### config.mk
export PLATFORM = sky130hd
export DESIGN_NAME = key_conditioner
export DESIGN_NICKNAME = d
export VERILOG_FILES = /design/src/rtl/key_conditioner.sv
export SDC_FILE = /design/constraint.sdc
export NUM_CORES = 1
export LEC_CHECK = 0
export ABC_AREA = 1
export ABC_CLOCK_PERIOD_IN_PS = 7050
export CAP_MARGIN = 20
export CORE_UTILIZATION = 58
export DETAILED_ROUTE_END_ITERATION = 10
export PLACE_DENSITY = 0.72
export SETUP_SLACK_MARGIN = 0.5
export SLEW_MARGIN = 40
export SYNTH_ARGS = -nofsm -noshare
export SYNTH_HDL_FRONTEND = slang
export SYNTH_SLANG_ARGS = --single-unit
### constraint.sdc
create_clock -name clock_50 -period 7.05 [get_ports clock_50]
set_input_delay 0.705 -clock clock_50 [delete_from_list [all_inputs] [get_ports clock_50]]
set_output_delay 0.705 -clock clock_50 [all_outputs]
set_load 0.05 [all_outputs]
### src/rtl/key_conditioner.sv
// key_conditioner: turns the raw KEY0 (up) and KEY1 (down) push-buttons into
// clean one-cycle step pulses for the LED dimmer.
// Each key has a two-flop synchroniser, a counter-based debounce, press-edge
// detection and an optional hold-to-repeat.
// Optional feature macro: KEY_REPEAT_EN. When defined, a held key auto-repeats.
// When undefined, each debounced press gives exactly one step pulse.
// When test is 1, every timing limit is divided by 10 for quick bring-up.
module key_conditioner #(
    parameter int DEBOUNCE_CYCLES = 1000000,
    parameter int REPEAT_DELAY    = 25000000,
    parameter int REPEAT_PERIOD   = 10000000,
    parameter int CNT_W           = 26
) (
    input  logic clock_50,
    input  logic clr_n,
    input  logic up_n,
    input  logic down_n,
    input  logic test,
    output logic up_step,
    output logic down_step,
    output logic up_held,
    output logic down_held
);

    typedef enum logic [2:0] {
        IDLE      = 3'd0,
        DEB_PRESS = 3'd1,
        HOLD      = 3'd2,
        REPEAT    = 3'd3,
        DEB_REL   = 3'd4
    } key_state_t;

    // Limits are one bit wider than the counter, so that count+1 never wraps
    // in a compare.
    logic [CNT_W:0] lim_d;
`ifdef KEY_REPEAT_EN
    logic [CNT_W:0] lim_r;
    logic [CNT_W:0] lim_p;
`endif

    // Select the active limits. test is sampled every cycle.
    always_comb begin
        lim_d = test ? (CNT_W+1)'(DEBOUNCE_CYCLES / 10) : (CNT_W+1)'(DEBOUNCE_CYCLES);
`ifdef KEY_REPEAT_EN
        lim_r = test ? (CNT_W+1)'(REPEAT_DELAY / 10)  : (CNT_W+1)'(REPEAT_DELAY);
        lim_p = test ? (CNT_W+1)'(REPEAT_PERIOD / 10) : (CNT_W+1)'(REPEAT_PERIOD);
`endif
    end

    // Index 0 is the up key and index 1 is the down key.
    logic [1:0] raw_n;
    logic [1:0] pulse_vec;
    logic [1:0] held_vec;

    assign raw_n = {down_n, up_n};

    generate
        for (genvar gi = 0; gi < 2; gi++) begin : g_key
            logic             sync1_reg;
            logic             sync_x_reg;
            key_state_t       state_reg;
            key_state_t       state_next;
            logic [CNT_W-1:0] cnt_reg;
            logic [CNT_W-1:0] cnt_next;
            logic [CNT_W:0]   cnt_inc;
            logic             held_reg;
            logic             held_next;
            logic             pulse_next;
            logic             pressed;

            assign pressed      = ~sync_x_reg;
            assign cnt_inc      = {1'b0, cnt_reg} + 1'b1;
            assign pulse_vec[gi] = pulse_next;
            assign held_vec[gi]  = held_reg;

            // Two-flop synchroniser. It resets to "released", so after reset
            // a key that is still held is seen as a new press.
            always_ff @(posedge clock_50 or negedge clr_n) begin
                if (!clr_n) begin
                    sync1_reg  <= 1'b1;
                    sync_x_reg <= 1'b1;
                end else begin
                    sync1_reg  <= raw_n[gi];
                    sync_x_reg <= sync1_reg;
                end
            end

            // Registers for the debounce/repeat FSM state, counter and held level.
            always_ff @(posedge clock_50 or negedge clr_n) begin
                if (!clr_n) begin
                    state_reg <= IDLE;
                    cnt_reg   <= '0;
                    held_reg  <= 1'b0;
                end else begin
                    state_reg <= state_next;
                    cnt_reg   <= cnt_next;
                    held_reg  <= held_next;
                end
            end

            // Next-state logic. Compares use >= so that a limit which shrinks
            // below the current count fires on the next cycle.
            always_comb begin
                state_next = state_reg;
                cnt_next   = cnt_reg;
                held_next  = held_reg;
                pulse_next = 1'b0;
                case (state_reg)
                    IDLE: begin
                        cnt_next  = '0;
                        held_next = 1'b0;
                        if (pressed) state_next = DEB_PRESS;
                    end
                    DEB_PRESS: begin
                        if (!pressed) begin
                            state_next = IDLE;
                            cnt_next   = '0;
                        end else if (cnt_inc >= lim_d) begin
                            state_next = HOLD;
                            held_next  = 1'b1;
                            pulse_next = 1'b1;
                            cnt_next   = '0;
                        end else begin
                            cnt_next = cnt_inc[CNT_W-1:0];
                        end
                    end
                    HOLD: begin
                        if (!pressed) begin
                            state_next = DEB_REL;
                            cnt_next   = '0;
`ifdef KEY_REPEAT_EN
                        end else if (cnt_inc >= lim_r) begin
                            state_next = REPEAT;
                            pulse_next = 1'b1;
                            cnt_next   = '0;
                        end else begin
                            cnt_next = cnt_inc[CNT_W-1:0];
                        end
`else
                        end else begin
                            cnt_next = '0;
                        end
`endif
                    end
`ifdef KEY_REPEAT_EN
                    REPEAT: begin
                        if (!pressed) begin
                            state_next = DEB_REL;
                            cnt_next   = '0;
                        end else if (cnt_inc >= lim_p) begin
                            pulse_next = 1'b1;
                            cnt_next   = '0;
                        end else begin
                            cnt_next = cnt_inc[CNT_W-1:0];
                        end
                    end
`endif
                    DEB_REL: begin
                        // A pressed sample is bounce. Go back to holding
                        // without producing a step.
                        if (pressed) begin
                            state_next = HOLD;
                            cnt_next   = '0;
                        end else if (cnt_inc >= lim_d) begin
                            state_next = IDLE;
                            held_next  = 1'b0;
                            cnt_next   = '0;
                        end else begin
                            cnt_next = cnt_inc[CNT_W-1:0];
                        end
                    end
                    default: begin
                        state_next = IDLE;
                        cnt_next   = '0;
                        held_next  = 1'b0;
                    end
                endcase
            end
        end
    endgenerate

    // Register the step outputs. Opposing pulses in the same cycle cancel
    // each other out.
    always_ff @(posedge clock_50 or negedge clr_n) begin
        if (!clr_n) begin
            up_step   <= 1'b0;
            down_step <= 1'b0;
        end else begin
            up_step   <= pulse_vec[0] & ~pulse_vec[1];
            down_step <= pulse_vec[1] & ~pulse_vec[0];
        end
    end

    assign up_held   = held_vec[0];
    assign down_held = held_vec[1];

endmodule
After elaboration in Yosys (flattened, before gate mapping)
Index checks and enable logic that the tools add are counted.
Widths: inputs -> output; s select.
Operators by class
  add/subtract/negate cells: 2
  multipliers: 0
  div/mod/pow operators: 0
  $lt $le $gt $ge: 2
  equality and inequality tests: 22
  shift operators: 0
  mux-type cells: 39
  bitwise gates (word level): 6
  reduce and logical (&&, ||, !) cells: 6
Operators by type and width (number)
  $mux 26: 6
  $pmux 26 s2: 2
  $add 26x1->27 const B: 2
  $ge 27x20->1: 2
  $mux 3: 12
  $ne 2x2->1 const B: 12
  $pmux 3 s4: 2
  $mux 20: 1
  $mux 1: 14
  $ne 3x3->1 const B: 4
  $reduce_and 5->1: 2
  $reduce_and 4->1: 2
  $eq 3x1->1 const B: 2
  $eq 3x2->1 const B: 2
  $eq 3x3->1 const B: 2
  $logic_not 3->1: 2
  $pmux 1 s3: 2
  $not 1->1: 4
  $and 1x1->1: 2
Word-level totals
  register bits after elaboration: 66
  bits in latches: 0
  RAM bits: 0
  ROM bits: 0
  input port bits: 5
  output and inout bits: 4
  word-level logic and storage cells: 89
  memories kept: 0

Longest topological paths before layout
  word-level depth: 7
  mapped depth: 25

Least setup slack after synthesis
OpenSTA, ideal clock, no wires.
  kind: register -> register
  start point: register g_key[0].cnt_reg[0]
  end point: register g_key[0].cnt_reg[2]
  library setup time: 0.080 ns
  arrival: 2.869 ns
  data required time: 6.970 ns
  setup slack: 4.102 ns
  stages on the path, launching flop included: 24
  buffers on the path: 1
  path through: dfrtp_1 > ha_1 > nand2_2 > nor3_1 > nand3_1 > nor3_1 > nand2_1 > xor2_1 > inv_1 > ha_1 > nand2_1 > inv_1 > nand3_1 > nor2_1 > nand3_1 > nor2_1 > nand3_1 > nand3_1 > nor2_2 > nand2_2 > inv_2 > nand2_2 > buf_6 > nor3b_2
Between the ends
  longest elaborated chain between the ends: 5
  elaborated cells between the ends (all ways): 6
  classes of those cells: add/sub (1); order compare (1); mux (4)
Ends and longest elaborated chain
  start: declaration: RTL line 63  | logic [CNT_W-1:0] cnt_reg;
  start signal: assignment: RTL line 96  | cnt_reg <= cnt_next;
  $add 26x1->27 (*): RTL line 72  | assign cnt_inc = {1'b0, cnt_reg} + 1'b1;
  $ge 27x20->1: RTL line 118, 164
  $mux 26 (*): RTL line 118, 164
  $mux 26, on equally long branches: RTL line 161, 115
  $pmux 26 s2 (*): RTL line 108  | case (state_reg)
  via g_key[0].cnt_next[2]: RTL line 64  | logic [CNT_W-1:0] cnt_next;
Mark *: on every way through the listed nets, which the timed path passes. The rest lies on a longest branch.
A chain may end at the register's enable or synchronous reset.

Worst setup path in the final report
  start point: register g_key[1].cnt_reg[2]
  end point: register g_key[1].cnt_reg[14]
Between the ends
  longest elaborated chain between the ends: 5
  elaborated cells between the ends (all ways): 6
  classes of those cells: add/sub (1); order compare (1); mux (4)
Ends and longest elaborated chain (RTL line)
  start: declaration: 63
  start signal: assignment: 96
  $add 26x1->27 (*): 72
  $ge 27x20->1: 118, 164
  $mux 26 (*): 118, 164
  $mux 26, on equally long branches: 161, 115
  $pmux 26 s2 (*): 108
  via g_key[1].cnt_next[14]: 64
Marked as above.

==> flow_summary.toml <==
[routing]
postRouteAntennaNets = 0
drt_iter0_drc = 145
wl_per_cell_um = 12.29
firstDrtPassIters = 6
viasPerCell = 5.159
drc = 0
finalWirelength_um = 8971
vias = 3766

[worst_setup_path]
required_ns = 7.26
end_kind = "flop"
crit_chain = "nand3_2 -> nor2_4 -> nand2_1 -> nor2_1 -> and3_1 -> nand2_1 -> xor2_1 -> inv_1 -> ha_1 -> nand2_1 -> inv_1 -> nand2_1 -> nor2_1 -> nand3_1 -> nor2_1 -> nand2_1 -> nor2_1 -> nand2_1 -> nand3_1 -> nor2_2 -> nand2_2 -> inv_2 -> nand2_2 -> nor2_1"
cpMostUsedCell = "nand2_1"
cp_slowest_cell = "dfrtp_1"
critical_path_class = "reg -> reg"
cp_top_family = "simple AND/OR/NAND/NOR gates"
crit_buf_inv = 3
critPathMaxStageDelay_ns = 0.46
start_kind = "flop"
cp_max_fo = 20
regToRegSetupSlack_ns = 3.45
cp.arrival_ns = 3.81

[floorplan]
die_x_um = 88.46
start_util = 0.5977
rows = 31
io_pins = 9
dieArea_um2 = 7824
coreArea_um2 = 7253
fp.dieH_um = 88.46

[placed_design]
place.gp.congestion = 0.8844
port_buffers = 8
dp_hpwl_um = 6856
dpl_cell_area_um2 = 4542

[timing]
tns_ns = 0
clock_skew_ns = 0.008791
finalCritPeriodShare = 0.5100
relSlewSlack = 0.5702
rsz0062_at_grt = "false"
timing.final.max_slew_violations = 0
fmax_mhz = 278.1
hold_violations = 0
worst_slew_pin_slew_ns = 0.6398
setup_viol = 0
post-route-min-period_ns = 3.595

[run]
drv_cap = 0

[clock_network]
cts.sinks = 66
cts_setup_buffers = 0
cts_tree = "done"
cts_buffers = 9
hold_buffers = 0
cts_root_buf = "clkbuf_8"
cts_resized = 0
ctsHtreeMaxLevel = 3
path_clk_slew_ns = 0.07
clockBufferDepth = 2
clock_latency_ns = 0.35

[outcome]
status = "complete, no violations"

[layout]
final_util = 0.6522
final_cell_area_um2 = 4731
largest_reg_flops = 52
drive_gt1_frac = 0.08716
nets = 651
area_delta_synth_final_pct = 9.120
insertedDiodeCount = 0

[synthesis]
synthTopCellsByCount = "nand2_1 (145), nor2_1 (103), inv_1 (86), dfrtp_1 (62), nand3_1 (49)"
synth-main-ff-cell = "dfrtp_1"
syn_inst = 599
seq_area_frac_synth = 0.3821
synth.distinct_cells = 37
synth_top_cell_by_area = "dfrtp_1"
synth_seq_cells = 66
async_flop_share = 1.000
synth_edf_count = 0
syn_area_per_cell_um2 = 7.238
yosysMostFrequentCell = "nand2_1"
synthesis.area_um2 = 4335
ys_warn_count = 0
synthTopCellsByArea = "dfrtp_1 (36%), nand2_1 (13%), nor2_1 (8.9%), inv_1 (7.4%), ha_1 (5.8%)"
synth_top_area_frac = 0.3579

[global_route]
grt_pass1_vias = 3461
grt_start_max_net_pins = 67
overflow = 0
grt_pass1_wl_um = 14810
gr-usage-all-layers = 0.2502
antenna_found_initial = 0

[power]
p_leak_nw = 2.298
ir_drop_v = 0.0001381
power_density_nw_per_um2 = 181.9

[worst_hold_path]
hp-class = "reg -> reg"
-- layout make-up --
cell class	instances	area [um2]
Clock buffer	14	172.7
Clock inverter	2	12.51
Fill cell	676	2522
Inverter	90	337.8
Multi-Input combinational cell	450	2341
Sequential cell	66	1657
Tap cell	99	123.9
Timing Repair Buffer	9	86.33
-- power by group --
group | leakage, nW | internal, W | switching (W)
Sequential | 0.875 | 0.000403 | 0.0000171
Combinational | 1.33 | 0.0000450 | 0.0000964
Clock | 0.0927 | 0.000156 | 0.000143
-- per-stage QoR --
step                      setup WS, ns  hold slack (ns)  total power (W)  std cells
final                            3.455           0.3562        0.0008603        730
after global routing             3.075           0.3593        0.0009055        730
after CTS                        3.403           0.3570        0.0008705        730
after detailed placement         3.291           0.3470        0.0005682        714
after global placement           3.436           0.3454        0.0005625        714
after floorplan                  4.102           0.3452        0.0005203        610
-- cells by family (layout without fill, tap and decap cells) --
| logic type | count (synthesis) | count (layout) | share of synthesized area |
|---|---|---|---|
| other | 1 | 12 | 0.0008650 |
| adder cells (fa/ha/maj) | 20 | 20 | 0.05772 |
| AO/OA/AOI/OAI | 32 | 32 | 0.04300 |
| flip-flops | 66 | 66 | 0.3821 |
| AND/OR/NAND/NOR | 365 | 365 | 0.3864 |
| buffers and inverters | 94 | 115 | 0.08745 |
| XOR/XNOR | 21 | 21 | 0.04243 |
-- final timing paths --
check                                    start               endpoint  cells past startpoint
setup / recovery           g_key[1].cnt_reg[2]   g_key[1].cnt_reg[14]                     24
hold / removal              g_key[1].sync1_reg    g_key[1].sync_x_reg                      0
setup reg to reg           g_key[1].cnt_reg[2]   g_key[1].cnt_reg[14]                     24
hold reg to reg             g_key[1].sync1_reg    g_key[1].sync_x_reg                      0
max in group asynchronous                clr_n  g_key[0].state_reg[1]                      2
min in group asynchronous                clr_n    g_key[1].cnt_reg[7]                      2
-- layer usage --
layer / share of wire / GRT usage / wire length (um) / vias up
met4: 0.011 / 0.07185 / 99 / 0
met2: 0.50 / 0.4413 / 4492 / 64
li1: - / - / - / 1950
met1: 0.45 / 0.3033 / 4055 / 1742
met5: 0 / 0 / 0 / -
met3: 0.036 / 0.06157 / 323 / 10
-- placed cells by master, fill, tap and decap left out, drive strengths merged --
cell type	instances
o22ai	3
nor3	17
clkbuf	14
nand3	51
clkinv	1
nand2b	1
buf	2
nand2	155
ha	20
or2	2
o31ai	1
o21bai	3
a21o	1
o21a	1
xor2	12
nand3b	3
nor2	112
nor3b	4
and3	2
dfrtp	62
xnor2	9
nand4	18
inv	90
o21ai	13
clkinvlp	1
conb	12
dfstp	4
a31oi	3
a21oi	7
clkdlybuf4s50	7
No activity file was read; power rests on OpenSTA's default activity.
